<file path="src/rtl/fetch_pkg.sv">
// Shared types and constants for the instruction-fetch stage.
package fetch_pkg;

    localparam logic [63:0] RESET_PC_DEFAULT = 64'h0000_0000_8000_0000;

    typedef enum logic [1:0] {
        REQ  = 2'd0,
        WAIT = 2'd1,
        HOLD = 2'd2
    } fetch_state_t;

    typedef struct packed {
        logic [63:0] pc;
        logic [31:0] instr;
        logic        misalign;
    } fetch_out_t;

    function automatic logic is_misaligned(input logic [63:0] addr);
        return addr[1:0] != 2'b00;
    endfunction

endpackage

</file>
<file path="src/rtl/fetch_unit.sv">
// Instruction-fetch stage: owns the PC, issues one bus request per PC and
// buffers the returned instruction toward decode, honouring redirects anywhere.
module fetch_unit
    import fetch_pkg::*;
#(
    parameter logic [63:0] RESET_PC = RESET_PC_DEFAULT
) (
    input  logic        clk,
    input  logic        resetn,
    input  logic [63:0] next_pc,
    input  logic        redirect,
    output logic [63:0] pc,
    output logic [63:0] pc_plus4,
    output logic        ireq_valid,
    output logic [63:0] ireq_addr,
    input  logic        ireq_ready,
    input  logic        iresp_valid,
    input  logic [31:0] iresp_data,
    output logic        if_valid,
    output logic [63:0] if_pc,
    output logic [31:0] if_instr,
    output logic        if_misalign,
    input  logic        if_ready
);

    fetch_state_t state_r;
    logic [63:0]  pc_r;
    logic         discard_r;
    logic         if_valid_r;
    fetch_out_t   buf_r;
    logic         misalign_s;
    logic         req_s;

    assign misalign_s  = is_misaligned(pc_r);
    assign req_s       = (state_r == REQ) && !misalign_s;

    assign pc          = pc_r;
    assign pc_plus4    = pc_r + 64'd4;
    assign ireq_valid  = req_s;
    assign ireq_addr   = pc_r;
    assign if_valid    = if_valid_r;
    assign if_pc       = buf_r.pc;
    assign if_instr    = buf_r.instr;
    assign if_misalign = buf_r.misalign;

    // Fetch FSM, PC register, discard flag and decode buffer.
    always_ff @(posedge clk or negedge resetn) begin
        if (!resetn) begin
            state_r    <= REQ;
            pc_r       <= RESET_PC;
            discard_r  <= 1'b0;
            if_valid_r <= 1'b0;
            buf_r      <= '0;
        end else begin
            case (state_r)
                REQ: begin
                    if (redirect) begin
                        pc_r <= next_pc;
                        // An accepted old request still returns data; mark it to be thrown away.
                        if (req_s && ireq_ready) begin
                            state_r   <= WAIT;
                            discard_r <= 1'b1;
                        end else begin
                            state_r <= REQ;
                        end
                    end else if (misalign_s) begin
                        buf_r      <= '{pc: pc_r, instr: 32'h0, misalign: 1'b1};
                        if_valid_r <= 1'b1;
                        state_r    <= HOLD;
                    end else if (ireq_ready) begin
                        state_r <= WAIT;
                    end else begin
                        state_r <= REQ;
                    end
                end
                WAIT: begin
                    if (redirect) begin
                        pc_r <= next_pc;
                        if (iresp_valid) begin
                            discard_r <= 1'b0;
                            state_r   <= REQ;
                        end else begin
                            discard_r <= 1'b1;
                            state_r   <= WAIT;
                        end
                    end else if (iresp_valid) begin
                        if (discard_r) begin
                            discard_r <= 1'b0;
                            state_r   <= REQ;
                        end else begin
                            buf_r      <= '{pc: pc_r, instr: iresp_data, misalign: 1'b0};
                            if_valid_r <= 1'b1;
                            state_r    <= HOLD;
                        end
                    end else begin
                        state_r <= WAIT;
                    end
                end
                HOLD: begin
                    if (redirect || if_ready) begin
                        pc_r       <= next_pc;
                        if_valid_r <= 1'b0;
                        state_r    <= REQ;
                    end else begin
                        state_r <= HOLD;
                    end
                end
                default: begin
                    state_r    <= REQ;
                    discard_r  <= 1'b0;
                    if_valid_r <= 1'b0;
                end
            endcase
        end
    end

endmodule

</file>
<file path="config.mk">
export PLATFORM = sky130hd
export DESIGN_NAME = fetch_unit
export DESIGN_NICKNAME = d
export VERILOG_FILES = /design/src/rtl/fetch_pkg.sv /design/src/rtl/fetch_unit.sv
export SDC_FILE = /design/constraint.sdc
export NUM_CORES = 1
export LEC_CHECK = 0
export BUFFER_PORTS_ARGS = -buffer_cell sky130_fd_sc_hd__buf_2
export CAP_MARGIN = 25
export CELL_PAD_IN_SITES_DETAIL_PLACEMENT = 1
export CELL_PAD_IN_SITES_GLOBAL_PLACEMENT = 1
export CORE_MARGIN = 2
export CORE_UTILIZATION = 37
export CTS_CLUSTER_DIAMETER = 50
export CTS_CLUSTER_SIZE = 20
export DETAILED_ROUTE_END_ITERATION = 12
export PLACE_DENSITY = 0.83
export SLEW_MARGIN = 20
export SYNTH_ARGS = -nofsm -noshare
export SYNTH_HDL_FRONTEND = slang
export SYNTH_SLANG_ARGS = --single-unit
</file>
<file path="constraint.sdc">
create_clock -name clk -period 6.5 [get_ports clk]
set_clock_uncertainty 0.2 [all_clocks]
set_input_delay 1.3 -clock clk [delete_from_list [all_inputs] [get_ports clk]]
set_output_delay 1.3 -clock clk [all_outputs]
set_load 0.05 [all_outputs]
</file>
==> run_results.csv, run 1 <==
group,metric,value,unit
worst_setup_path,required,5000,ps
placed_design,hpwl,20.4,mm
floorplan,start_util,37.9,%
synth,synth_area_leaders,"dfrtp_1 51%, mux2_2 15%, buf_4 6.2%",
timing,final_hold_viol_count,0,
synth,synth_edf_count,0,
worst_setup_path,regToRegEndpoint,"if_pc[10]$_DFFE_PN0P_",
route,drc,0,
worst_hold_path,hold_class,"flip-flop to flip-flop",
floorplan,dieArea,22800,um2
worst_setup_path,critPathKind,"flip-flop to primary output",
worst_setup_path,path_max_fanout,10,
worst_setup_path,r2r_cells,5,
timing,rsz0062_at_grt,"no",
synth,yosysWarnings,0,
final_layout,multi_input_area,3240,um2
timing,finalSetupTns,0,ps
grt,grtUsageMet2,40.6,%
timing,layout_setup_ws,1860,ps
clock_network,cts_buffer_depth,2,
final_layout,fill_cells,2449,
grt,grt_pass1_vias,7060,
worst_setup_path,cp-end-kind,"primary output",
final_layout,drive_above_1_share,51.9,%
clock_network,clk_pin_slew,70,ps
synth,ys_types,35,
floorplan,boundaryPins,393,
synth,syn_area,8000,um2
timing,max_freq,216,MHz
grt,grt_overflow,0,
worst_setup_path,timing.rr.start,"state_r[0]$_DFF_PN0_",
synth,syn_inst,732,
power,leakage,0.00506,uW
worst_setup_path,slowest_stage,"nor4_4",
grt,grt_use_met3,5.81,%
grt,busiest_layer,"met2",
clock_network,holdBufCountCts,0,
route,routed_wl,27.1,mm
timing,maxSlewViolCount,0,
route,drtAntennaViolNets,0,
timing,setup_viol,0,
timing,fin_worst_hold_slack,276,ps
final_layout,fin_util,49.0,%
route,avgViaCountPerCell,5.08,
floorplan,die_h,151,um
clock_network,clkLatencyLatePin,420,ps
route,drtIter0Drc,240,
synth,ys_ff_latch,165,
placed_design,finalWeightedCongestion,0.821,
grt,antenna_found_initial,1,
final_layout,area_delta_synth_final,29.2,%
power,vdd_drop_max,329,uV
synth,synthesis.area_per_instance,10.9,um2
floorplan,die_w,151,um
timing,tightest_slew,1040,ps
grt,grt_usage,23.2,%
worst_setup_path,crit_chain,"ha_1 > nand3_1 > nor4_4 > nand3_4 > nor3_1 > xor2_1 > buf_2",
worst_setup_path,cpPeakStageDelay,640,ps
timing,maxSlewHeadroom,30.7,%
route,wl_per_cell,20.1,um
timing,fin_crit,4640,ps
final_layout,seqCellArea,4130,um2
final_layout,fin_nets,1158,
placed_design,preCtsSetupSlack,2210,ps
clock_network,cts_setup_buffers,0,
synth,synth_flop_cell,"dfrtp_1",
run,cap_viol_max_count,0,
route,vias,6822,
synth,synth_top_area_share,51.3,%
floorplan,core_area,21100,um2
worst_setup_path,rrSetupSlack,3380,ps
grt,grt_max_degree,100,
clock_network,root_buffer,"clkbuf_16",
clock_network,tritoncts,"done",
status,status,"complete, no violations",
synth,syn_nets,835,
power,powerDensity,552,nW/um2
synth,yosysSeqAreaShare,51.6,%
worst_setup_path,endpoint,"pc_plus4[62]",
clock_network,htreeDepth,4,
clock_network,cts_buffers,17,
placed_design,io_buffers,392,
route,drt_first_pass_iters,4,
grt,use_met1,28.2,%
clock_network,cts_sinks,165,
timing,period_share,71.4,%
synth,synth_async_sr_flop_share,100,%
worst_setup_path,cp-start-kind,"flip-flop",
grt,grt_pass1_wl,40.4,mm
floorplan,row_count,53,
worst_setup_path,crit_start,"ireq_addr[3]$_DFFE_PN0P_",
clock_network,cts_resized,0,
synth,synth_top_area_cell,"dfrtp_1",
worst_setup_path,arrival,3140,ps
-- power breakdown --
group	total, uW	switching, uW	leakage (uW)	internal [uW]
clock	969	453	0.000264	516
sequential	1680	320	0.00201	1360
combinational	3060	2370	0.00279	692
total	5710	3140	0.00506	2560
-- routing by layer --
layer	vias up	wire, um
met5	-	9
met4	2	594
met3	42	2030
met2	310	13700
met1	3393	10700
li1	3075	-
-- state kept, by name (all words and copies together) (netlist names) --
register,cells
ireq_addr,64
if_instr,32
if_misalign,1
if_valid,1
discard_r,1
if_pc,64
state_r,2
-- critical path: cells and delay by family, from the launching register on --
| kind | cells | cell delay, ps |
|---|---|---|
| XOR/XNOR | 1 | 190 |
| AND/OR/NAND/NOR | 4 | 1570 |
| buffers and inverters | 1 | 290 |
| adder cells (fa/ha/maj) | 1 | 220 |
| flip-flops | 1 | 440 |
-- cells by family (layout without fill, tap and decap cells) --
family | count (synthesis) | in the layout | share of synthesized area [%]
multiplexers | 110 | 110 | 15.5
buffers and inverters | 107 | 443 | 8.17
AO/OA/AOI/OAI | 62 | 62 | 4.04
adder cells (fa/ha/maj) | 1 | 1 | 0.156
AND/OR/NAND/NOR | 227 | 227 | 13.9
other | 0 | 1 | 0
flip-flops | 165 | 165 | 51.6
XOR/XNOR | 60 | 60 | 6.57
-- worst min path at each step --
stage / from / end / slack, ps / cells after the start
after floorplan: discard_r$_DFFE_PN0P_ / discard_r$_DFFE_PN0P_ / 290 / 2
after global placement: if_pc[59]$_DFFE_PN0P_ / if_pc[59]$_DFFE_PN0P_ / 260 / 2
after detailed placement: if_pc[56]$_DFFE_PN0P_ / if_pc[56]$_DFFE_PN0P_ / 270 / 2
after CTS: if_pc[56]$_DFFE_PN0P_ / if_pc[56]$_DFFE_PN0P_ / 280 / 2
after global routing: if_instr[13]$_DFFE_PN0P_ / if_instr[13]$_DFFE_PN0P_ / 300 / 2
final: if_pc[56]$_DFFE_PN0P_ / if_pc[56]$_DFFE_PN0P_ / 280 / 2
-- cell usage in the layout (no fill, tap or decap), types with 8 or more instances in the layout --
cell type	instances
dfrtp_1	164
nor3_1	14
inv_1	11
mux2_2	110
nand3_1	18
nor2_1	30
nand4_1	16
buf_2	391
and3_1	8
o21ai_0	52
clkbuf_16	17
buf_4	8
xnor2_1	28
xor2_1	32
nand2_1	111
-- cells in the mapped netlist, types with 6 or more instances --
cell type,n
a21oi_1,6
and3_1,8
and4_1,6
buf_4,66
clkbuf_1,26
dfrtp_1,164
inv_1,11
mux2_2,110
nand2_1,112
nand3_1,18
nand4_1,16
nor2_1,30
nor3_1,14
nor4_1,6
o21ai_0,52
xnor2_1,28
xor2_1,32
-- through the flow --
stage | power (uW) | cell area, um2 | instances
final | 5710 | 10300 | 1344
after global routing | 5960 | 10300 | 1343
after CTS | 5750 | 10300 | 1343
after detailed placement | 4770 | 9780 | 1311
after global placement | 4690 | 9780 | 1311
after floorplan | 4060 | 8000 | 732
-- final cells by class --
type,count,area share (%)
sequential,165,40.0
multi-input combinational,460,31.3
timing repair buffer,400,19.6
clock buffer,20,4.42
tap,275,3.33
clock inverter,12,0.944
inverter,11,0.399
antenna,1,0.0242
No activity file was read; power rests on OpenSTA's default activity.
==> run 2: changes to the inputs <==
--- a/config.mk
+++ b/config.mk
@@ -10,11 +10,11 @@
 export CELL_PAD_IN_SITES_DETAIL_PLACEMENT = 1
 export CELL_PAD_IN_SITES_GLOBAL_PLACEMENT = 1
 export CORE_MARGIN = 2
-export CORE_UTILIZATION = 37
+export CORE_UTILIZATION = 31
 export CTS_CLUSTER_DIAMETER = 50
 export CTS_CLUSTER_SIZE = 20
 export DETAILED_ROUTE_END_ITERATION = 12
-export PLACE_DENSITY = 0.83
+export PLACE_DENSITY = 0.74
 export SLEW_MARGIN = 20
 export SYNTH_ARGS = -nofsm -noshare
 export SYNTH_HDL_FRONTEND = slang
==> constraint.sdc (replaced) <==
create_clock -name clk -period 3.9 [get_ports clk]
set_clock_uncertainty 0.2 [all_clocks]
set_input_delay 0.78 -clock clk [delete_from_list [all_inputs] [get_ports clk]]
set_output_delay 0.78 -clock clk [all_outputs]
set_load 0.05 [all_outputs]
==> run_results.csv, run 2 (synthesis gave the netlist of run 1 again) <==
group,metric,value,unit
route,drtIter0Drc,375,
grt,grt_pass1_wl,39.5,mm
worst_setup_path,path_max_fanout,7,
route,vias,6731,
worst_setup_path,critPathKind,"flip-flop to primary output",
clock_network,clkLatencyLatePin,420,ps
timing,rsz0062_at_grt,"no",
route,routed_wl,26.9,mm
final_layout,final_cell_mix,"389 x buf_2, 162 x dfrtp_1, 111 x nand2_1, 110 x mux2_2, 52 x o21ai_0",
power,leakage,0.00517,uW
worst_hold_path,hold_class,"input pin to async pin",
grt,antenna_found_initial,1,
power,switching_power,5230,uW
final_layout,stdcell_count,1410,
grt,grt_max_degree,80,
worst_setup_path,crit_chain,"and4_1 > nand4_1 > or3_4 > nor4_1 > xnor2_1 > buf_2",
clock_network,tritoncts,"done",
grt,grt_overflow,0,
clock_network,root_buffer,"clkbuf_16",
worst_setup_path,required,2920,ps
final_layout,area_delta_synth_final,32.6,%
final_layout,drive_above_1_share,53.5,%
placed_design,io_buffers,392,
worst_setup_path,cp-end-kind,"primary output",
worst_setup_path,timing.rr.start,"state_r[0]$_DFF_PN0_",
floorplan,die_h,165,um
route,drc,0,
timing,maxSlewViolCount,0,
status,status,"complete, no violations",
floorplan,core_area,25300,um2
floorplan,boundaryPins,393,
route,wl_per_cell,19.1,um
worst_setup_path,critPathTopFamily,"simple AND/OR/NAND/NOR gates",
timing,period_share,95.9,%
power,powerDensity,904,nW/um2
clock_network,cts_buffer_depth,2,
worst_setup_path,endpoint,"pc_plus4[59]",
final_layout,fin_nets,1171,
clock_network,cts_sinks,165,
worst_setup_path,rrSetupSlack,1480,ps
route,drt_first_pass_iters,4,
timing,finalSetupTns,0,ps
power,pwr-share-seq,28.7,%
placed_design,hpwl,20.3,mm
worst_setup_path,cp-start-kind,"flip-flop",
grt,grt_pass1_vias,6654,
worst_setup_path,regToRegEndpoint,"if_pc[24]$_DFFE_PN0P_",
floorplan,start_util,31.7,%
power,vdd_drop_max,515,uV
clock_network,cts_buffers,17,
timing,fin_crit,3740,ps
timing,tightest_slew,994,ps
placed_design,finalWeightedCongestion,0.825,
power,p_sw_share,54.6,%
route,avgViaCountPerCell,4.77,
worst_setup_path,crit_start,"ireq_addr[42]$_DFFE_PN0P_",
power,power_frac_comb,53.7,%
worst_setup_path,cp.buffers_inverters,1,
final_layout,diodes,0,
clock_network,clk_pin_slew,80,ps
worst_setup_path,slowest_stage,"or3_4",
grt,grt_usage,19.1,%
floorplan,dieArea,27100,um2
clock_network,holdBufCountCts,0,
timing,final_hold_viol_count,0,
placed_design,placedCellCount,1376,
run,cap_viol_max_count,0,
worst_setup_path,cpPeakStageDelay,490,ps
worst_setup_path,r2r_cells,5,
floorplan,row_count,58,
floorplan,die_w,165,um
route,drtAntennaViolNets,0,
clock_network,htreeDepth,4,
power,power_frac_clock,17.6,%
timing,maxSlewHeadroom,33.4,%
timing,max_freq,267,MHz
timing,setup_viol,0,
worst_setup_path,arrival,2760,ps
power,p_int,4350,uW
final_layout,mostFrequentLayoutCell,"buf_2",
worst_setup_path,crit_cells,6,
==> run 2: changes by cell type in the layout (fill, tap and decap cells not counted), moves of 3 or more <==
cell / previous run / this run
nor3_1: 14 / 10
clkinvlp_4: 3 / 0
buf_12: 0 / 3
nor3_2: 2 / 6
inv_8: 0 / 3
buf_4: 8 / 18
==> run 2: power groups by stage <==
stage	clock [uW]	sequential, uW	combinational (uW)
finish	1690	2750	5140
global route	1810	2850	5360
CTS	1740	2760	5180
detailed placement	0	2790	5170
global placement	0	2750	5120
floorplan	0	4600	2170
==> run 2: layout make-up <==
cell class	count	area, um2
fillers	2918	14700
clock buffers	17	425
clock inverters	14	144
well taps	330	413
inverters	11	41.3
multi-input cells	460	3280
flip-flops and latches	165	4130
repair buffers	413	2170
==> run 2: worst min path at each step <==
stage	to	slack (ps)	cells past startpoint	from
finish	if_instr[2]$_DFFE_PN0P_	90	1	resetn
global placement	if_pc[45]$_DFFE_PN0P_	260	2	if_pc[45]$_DFFE_PN0P_
CTS	if_instr[2]$_DFFE_PN0P_	100	1	resetn
detailed placement	if_pc[45]$_DFFE_PN0P_	260	2	if_pc[45]$_DFFE_PN0P_
floorplan	discard_r$_DFFE_PN0P_	280	0	resetn
global route	if_instr[1]$_DFFE_PN0P_	120	1	resetn
==> run 2: stage by stage <==
stage / total power (uW) / setup WS (ps) / util (%) / hold slack [ps] / area, um2
after detailed placement: 7960 / 323 / 39.4 / 265 / 9960
final: 9580 / 159 / 42.0 / 92.8 / 10600
after CTS: 9680 / 8.53 / 41.8 / 101 / 10500
after global routing: 10000 / 6.45 / 42.0 / 118 / 10600
after global placement: 7870 / 395 / 39.4 / 258 / 9960
after floorplan: 6770 / 67.7 / - / 284 / 8000
==> run 2: metal layers <==
| metal | track usage, % | routed length (um) | part of all wire (%) |
|---|---|---|---|
| met5 | 0 | 12 | 0.045 |
| met2 | 32.8 | 13300 | 50 |
| met4 | 4.78 | 350 | 1.3 |
| met1 | 23.8 | 10900 | 41 |
| met3 | 5.37 | 2230 | 8.3 |
==> run 2: what timing repair did <==
action	in CTS	in global routing
pin swaps	1	0
setup endpoints to repair	10	15
cloned	0	0
buffers inserted	1	2
gates resized for setup	2	11
==> run 3: changes to the inputs <==
--- a/config.mk
+++ b/config.mk
@@ -14,6 +14,7 @@
 export CTS_CLUSTER_DIAMETER = 50
 export CTS_CLUSTER_SIZE = 20
 export DETAILED_ROUTE_END_ITERATION = 12
+export GPL_ROUTABILITY_DRIVEN = 0
 export PLACE_DENSITY = 0.74
 export SLEW_MARGIN = 20
 export SYNTH_ARGS = -nofsm -noshare
==> constraint.sdc (replaced) <==
create_clock -name clk -period 3.9 [get_ports clk]
set_clock_uncertainty 0.2 [all_clocks]
set_input_delay 0.78 -clock clk [delete_from_list [all_inputs] [get_ports clk]]
set_output_delay 0.78 -clock clk [all_outputs]
set_load 0.1 [all_outputs]
==> run_results.csv, run 3 (synthesis gave the netlist of run 1 again) <==
group,metric,value,unit
route,drtIter0Drc,302,
final_layout,mostFrequentLayoutCell,"buf_2",
worst_setup_path,critPathMostFrequentCell,"nor4_4",
clock_network,tritoncts,"done",
timing,maxSlewViolCount,0,
grt,grt_max_degree,69,
worst_setup_path,cp-start-kind,"flip-flop",
worst_setup_path,required,2920,ps
grt,antenna_found_initial,1,
final_layout,drive_above_1_share,62.1,%
worst_setup_path,cpPeakStageDelay,420,ps
worst_setup_path,timing.rr.start,"ireq_addr[1]$_DFFE_PN0P_",
worst_setup_path,crit_chain,"ha_1 > nand3_1 > nor4_4 > buf_4 > nand4_4 > nor4_4 > xor2_4 > buf_12",
worst_setup_path,arrival,2780,ps
floorplan,start_util,31.7,%
timing,final_hold_viol_count,0,
clock_network,cts_buffers,17,
worst_setup_path,cp-end-kind,"primary output",
grt,grt_pass1_vias,6917,
worst_setup_path,rrSetupSlack,1370,ps
floorplan,row_count,58,
floorplan,core_area,25300,um2
route,avgViaCountPerCell,4.78,
floorplan,boundaryPins,393,
grt,grt_usage,20.3,%
timing,period_share,96.4,%
timing,tightest_slew,696,ps
worst_setup_path,path_max_fanout,9,
worst_setup_path,regToRegEndpoint,"if_pc[26]$_DFFE_PN0P_",
worst_setup_path,slowest_stage,"dfrtp_2",
floorplan,dieArea,27100,um2
route,drtAntennaViolNets,0,
clock_network,clkLatencyLatePin,420,ps
timing,max_freq,266,MHz
final_layout,fill_cells,2846,
clock_network,clk_pin_slew,70,ps
route,drc,0,
clock_network,htreeDepth,4,
run,cap_viol_max_count,0,
clock_network,root_buffer,"clkbuf_16",
placed_design,hpwl,21.1,mm
final_layout,fin_nets,1173,
route,drt_first_pass_iters,4,
route,routed_wl,28.0,mm
final_layout,area_delta_synth_final,47.5,%
route,wl_per_cell,19.8,um
clock_network,cts_buffer_depth,2,
timing,maxSlewHeadroom,53.6,%
timing,fin_crit,3760,ps
grt,grt_overflow,0,
clock_network,cts_sinks,165,
timing,fin_worst_hold_slack,168,ps
placed_design,io_buffers,392,
worst_setup_path,critPathKind,"flip-flop to primary output",
timing,setup_viol,0,
floorplan,die_w,165,um
status,status,"complete, no violations",
grt,grt_pass1_wl,41.8,mm
worst_hold_path,hold_class,"input pin to async pin",
floorplan,die_h,165,um
final_layout,final_cell_mix,"356 x buf_2, 117 x dfrtp_1, 111 x nand2_1, 110 x mux2_2, 52 x o21ai_0",
route,vias,6754,
worst_setup_path,r2r_cells,5,
==> run 3: cell count changes in the layout (fill, tap and decap cells not counted), moves of 3 or more <==
cell,before,now
xor2_1,32,7
buf_2,389,356
nor3_2,6,9
dfrtp_1,162,117
dfrtp_2,2,47
clkinv_4,3,0
nor3_1,10,7
xor2_2,0,6
xor2_4,0,19
buf_12,3,37
xnor2_1,28,6
nor4_2,4,1
xnor2_2,0,22
==> run 3: layout make-up <==
type / instances / area [um2] / area share [%]
well taps: 330 / 413 / 3.50
flip-flops and latches: 165 / 4190 / 35.5
multi-input cells: 460 / 3870 / 32.8
diodes: 1 / 2.50 / 0.0212
inverters: 11 / 41.3 / 0.350
repair buffers: 415 / 2700 / 22.9
clock buffers: 17 / 425 / 3.61
clock inverters: 15 / 154 / 1.30
==> run 3: through the flow <==
step | setup TNS, ps | instances | util [%] | area (um2) | setup WS, ps
2_1_floorplan | -3000 | 732 | - | 8640 | -609
3_3_place_gp | 0 | 1378 | 44.1 | 11100 | 338
3_5_place_dp | 0 | 1378 | 44.1 | 11100 | 318
4_1_cts | 0 | 1411 | 46.5 | 11800 | 16.7
5_1_grt | -1.33 | 1414 | 46.7 | 11800 | -1.33
6_report | 0 | 1414 | 46.7 | 11800 | 142
==> run 3: timing repair <==
item / CTS / global route
endpoints found under the setup margin: 6 / 9
resized for setup: 6 / 3
setup buffers: 1 / 1
hold buffers: 0 / 0
gates cloned: 0 / 0
pin swaps: 1 / 2
==> run 3: worst max-delay path: cells and delay by family, from the launching register on <==
kind          cells  cell delay [ps]
flops             1              420
xor+xnor          1              210
fa+ha+maj         1              200
buf+inv           2              440
simple gates      4             1090
==> run 3: how the worst max path moves through the flow <==
stage,cells past startpoint,startpoint,to
floorplan,5,ireq_addr[9]$_DFFE_PN0P_,pc_plus4[40]
global placement,6,ireq_addr[31]$_DFFE_PN1P_,pc_plus4[55]
detailed placement,6,ireq_addr[31]$_DFFE_PN1P_,pc_plus4[47]
CTS,7,ireq_addr[41]$_DFFE_PN0P_,pc_plus4[63]
global route,8,ireq_addr[3]$_DFFE_PN0P_,pc_plus4[60]
finish,8,ireq_addr[3]$_DFFE_PN0P_,pc_plus4[60]
==> run 3: routing by layer <==
layer | part of all wire (%) | vias up | routed length [um] | GRT usage [%]
met5 | 0 | - | 0 | 0
met4 | 1.5 | 0 | 427 | 5.85
met3 | 7.7 | 27 | 2150 | 5.70
met2 | 51 | 250 | 14300 | 35.5
met1 | 40 | 3376 | 11100 | 24.5
li1 | - | 3101 | - | -
Power of run 3 is not shown: default switching activity piles up to over one toggle a cycle in this logic, so the estimate is an artifact.
